## config.mk

```make
export PLATFORM = sky130hd
export DESIGN_NAME = module_multiplier
export DESIGN_NICKNAME = d
export VERILOG_FILES = /design/src/rtl/module_multiplier.sv
export SDC_FILE = /design/constraint.sdc
export NUM_CORES = 1
export LEC_CHECK = 0
export ABC_AREA = 0
export CAP_MARGIN = 5
export CELL_PAD_IN_SITES_DETAIL_PLACEMENT = 0
export CELL_PAD_IN_SITES_GLOBAL_PLACEMENT = 1
export CORE_MARGIN = 5
export CORE_UTILIZATION = 25
export DETAILED_ROUTE_END_ITERATION = 8
export PLACE_DENSITY = 0.59
export SETUP_SLACK_MARGIN = 0.2
export SKIP_LAST_GASP = 1
export SYNTH_ARGS = -nofsm -noshare
export SYNTH_HDL_FRONTEND = slang
export SYNTH_SLANG_ARGS = --single-unit
```

## constraint.sdc

```tcl
create_clock -name clk -period 2.7 [get_ports clk]
set_input_delay 0.54 -clock clk [delete_from_list [all_inputs] [get_ports clk]]
set_output_delay 0.54 -clock clk [all_outputs]
set_load 0.02 [all_outputs]
```

## src/rtl/module_multiplier.sv

```systemverilog
// Sequential 8x8 shift-and-add multiplier: one iteration per clock, 16-bit registered product.
// Optional operand range check (0..99) enabled by defining RANGE_CHECK_EN.
module module_multiplier (
  input  logic        clk,
  input  logic        rst,
  input  logic [7:0]  numero1,
  input  logic [7:0]  numero2,
  input  logic        valid,
  output logic [15:0] producto,
  output logic        done,
  output logic        busy,
  output logic        err,
  output logic [1:0]  dbg_state
);

  typedef enum logic [1:0] {
    IDLE = 2'd0,
    CALC = 2'd1,
    DONE = 2'd2
  } state_t;

  state_t      state;
  state_t      state_nxt;
  logic        valid_d;
  logic [15:0] mcand;
  logic [15:0] acc;
  logic [7:0]  mplier;
  logic [2:0]  cnt;
  logic        start;
  logic        range_bad;
  logic [15:0] acc_sum;

  // Only a fresh rising edge of valid seen from IDLE starts an operation.
  assign start = valid & ~valid_d & (state == IDLE);

`ifdef RANGE_CHECK_EN
  assign range_bad = (numero1 > 8'd99) | (numero2 > 8'd99);
`else
  assign range_bad = 1'b0;
`endif

  assign acc_sum   = mplier[0] ? (acc + mcand) : acc;
  assign busy      = (state == CALC);
  assign done      = (state == DONE);
  assign dbg_state = state;

  always_comb begin
    state_nxt = state;
    case (state)
      IDLE:    if (start && !range_bad) state_nxt = CALC;
      CALC:    if (cnt == 3'd7) state_nxt = DONE;
      DONE:    state_nxt = IDLE;
      default: state_nxt = IDLE;
    endcase
  end

  always_ff @(posedge clk) begin
    if (!rst) begin
      state    <= IDLE;
      valid_d  <= 1'b0;
      mcand    <= 16'd0;
      mplier   <= 8'd0;
      acc      <= 16'd0;
      cnt      <= 3'd0;
      producto <= 16'd0;
    end else begin
      valid_d <= valid;
      state   <= state_nxt;
      case (state)
        IDLE: begin
          if (start && !range_bad) begin
            mcand  <= {8'd0, numero1};
            mplier <= numero2;
            acc    <= 16'd0;
            cnt    <= 3'd0;
          end
        end
        CALC: begin
          acc    <= acc_sum;
          mcand  <= mcand << 1;
          mplier <= mplier >> 1;
          cnt    <= cnt + 3'd1;
          // Last iteration: publish the sum including this cycle's partial product.
          if (cnt == 3'd7) producto <= acc_sum;
        end
        default: ;
      endcase
    end
  end

`ifdef RANGE_CHECK_EN
  always_ff @(posedge clk) begin
    if (!rst) err <= 1'b0;
    else      err <= start & range_bad;
  end
`else
  assign err = 1'b0;
`endif

endmodule

```

==> flow_summary.yaml <==
timing:
  hold_viol: 0
  clock.fmax_mhz: 422
  finalSetupTns_ns: 0
  timing.slew.headroom: 0.387
  setup_violations: 0
  slew_violations: 0
  tightest_slew_ns: 0.920
  grt_setup_unrepaired: "false"
  fin_worst_skew_ns: 0.00791
  min_period_over_period: 0.877
  fin_crit_ns: 2.37
final_layout:
  fin_nets: 470
  layout_common_cells: "dfxtp_1 (62), nand2_1 (58), clkdlybuf4s50_1 (37), nand3_1 (35), a21oi_1 (25)"
  antenna_cells: 0
  drive_gt1_frac: 0.0870
  synthToLayoutAreaGrowth_pct: 27.1
  layout_commonest_cell: "dfxtp_1"
  post-route-util: 0.325
die:
  die_h_um: 127
  die_w_um: 127
  dieArea_sq_um: 16000
  pin_count: 40
  start_util: 0.255
  core_area_sq_um: 13300
  rows: 42
logic_synthesis:
  synth_async_sr_flop_share: 0
  synth_cell_types: 58
  synth-edff-count: 0
  syn_inst: 401
  synthFlopType: "dfxtp_1"
  synth-seq-area-share: 0.366
  synth.avg_cell_area_sq_um: 8.47
  ys.warnings.count: 0
  synth_area_sq_um: 3390
  syn_nets: 438
  synth_seq_cells: 62
worst_setup_path:
  critical_path.top_delay_family: "compound AO/OA/AOI/OAI gates"
  slowest_delay_ns: 0.37
  cp-end-kind: "register"
  crit_path_cell_trace: "ha_2 > fa_2 > a21o_2 > a221oi_4 > o21ai_2 > a2111oi_4 > nor3_1 > o221a_1"
  startpoint_type: "register"
  worstPathRequired_ns: 2.92
  path_max_fanout: 3
  worstSetupPathType: "register to register"
  crit_buf_inv: 0
  cp_slowest_cell: "a2111oi_4"
  cp.arrival_ns: 2.58
clock_tree:
  cts.sinks: 62
  insertion_delay_ns: 0.33
  cts_buffer_depth: 2
  tritoncts: "built"
  root_buffer: "clkbuf_16"
  path_clk_slew_ns: 0.05
  cts_buffers: 9
  h-tree-depth: 3
routing:
  first_iter_violations: 130
  wire_per_inst_um: 15.1
  post-route-drc-count: 0
  drt_first_pass_iters: 4
  wl_met3_um: 358
  ant_nets: 0
  vias: 3009
  wl_met1_mm: 4.80
  met2_length_mm: 3.95
  drt-total-wl_mm: 9.24
  top_layer: "met4"
  viasPerCell: 4.91
power:
  p_leak_nw: 1.85
  p_per_area_nw_per_um2: 579
  irDropWorstVdd_mv: 0.290
hold_path:
  hold_class: "register to register"
global_routing:
  grt_usage: 0.120
  grt_pass1_wl_mm: 15.6
  grt_overflow: 0
  antenna_found_initial: 0
  grt_max_degree: 55
  grt_pass1_vias: 2991
placed_design:
  hpwlAfterDp_mm: 6.38
  place.gp.congestion: 0.892
  port_buffers: 38
status:
  status: "finished clean"
flow_run:
  drv_cap: 0
logic make-up after synthesis:
group | after synthesis | synth area share
AO/OA/AOI/OAI | 127 | 0.272
adder cells (fa/ha/maj) | 18 | 0.0686
AND/OR/NAND/NOR | 143 | 0.204
XOR/XNOR | 10 | 0.0258
flip-flops | 62 | 0.366
buffers and inverters | 33 | 0.0420
multiplexers | 7 | 0.0206
other | 1 | 0.00110
flip-flops by register name (all words and copies together) (netlist names):
signal,flops
cnt,3
mcand,16
producto,16
acc,16
dbg_state,2
valid_d,1
mplier,8
synthesized netlist by cell type, drive strengths merged (2+ instances only):
cell    number  area (sq um)
a22oi        4          30.0
a21o         8          61.3
and2        10          62.6
nand3       35           175
buf          5          32.5
a211oi       3          27.5
nand2       58           218
nand2b       2          12.5
o21bai       3          22.5
o211a       20           200
a221oi       2          23.8
a31oi        3          18.8
inv          4          15.0
nor3b        5          37.5
a32o         3          30.0
o31ai        3          22.5
o21ba        2          20.0
a21boi      13          97.6
a21oi       26           134
o211ai       3          22.5
or4          2          15.0
clkbuf      22          82.6
mux2i        7          70.1
nor2b        6          37.5
nor3         4          20.0
nor2        12          45.0
and3         6          37.5
xnor2        6          52.6
ha          17           213
xor2         4          35.0
dfxtp       62          1240
o21ai       25           125
report_power, final:
part,internal (mW),switching (mW)
combinational,0.110,0.160
sequential,0.946,0.0259
clock,0.849,0.406
worst paths after layout:
path,startpoint,to,slack (ns),cells after the start
setup / recovery,mcand[0],producto[10],0.33,8
hold / removal,mplier[7],mplier[7],0.48,2
setup reg to reg,mcand[0],producto[10],0.33,8
hold reg to reg,mplier[7],mplier[7],0.48,2
layer usage:
metal  track usage  vias up
li1              -     1533
met4        0.0397        0
met3        0.0231       10
met1         0.172     1408
met5             0        -
met2         0.181       58
cell type report:
type / instances / area [sq um]
clock buffers: 11 / 253
inverters: 5 / 18.8
fillers: 1415 / 8980
multi-input cells: 306 / 2050
clock inverters: 4 / 70.1
repair buffers: 49 / 458
flip-flops and latches: 62 / 1240
well taps: 176 / 220
stage by stage:
step	cell area [sq um]	power [mW]	setup WS, ns	hold WS, ns	std cells
after floorplan	3390	1.16	0.317	0.455	401
after global placement	3950	1.26	0.123	0.465	597
after detailed placement	3950	1.26	0.111	0.471	597
after CTS	4290	2.54	0.202	0.479	612
after global routing	4320	2.60	0.238	0.519	613
final	4320	2.50	0.331	0.476	613
worst register-to-register path, stage by stage, from the launching register on:
cell	delay, ns
dfxtp_1	0.32
ha_2	0.21
fa_2	0.36
a21o_2	0.23
a221oi_4	0.33
o21ai_2	0.13
a2111oi_4	0.37
nor3_1	0.10
o221a_1	0.20
repair_timing:
item | in CTS | in global routing
hold buffers | 0 | 0
pin swaps | 1 | 4
setup endpoints to repair | 3 | 6
resized for setup | 1 | 4
setup buffers | 0 | 1
No activity file was read; power rests on OpenSTA's default activity.
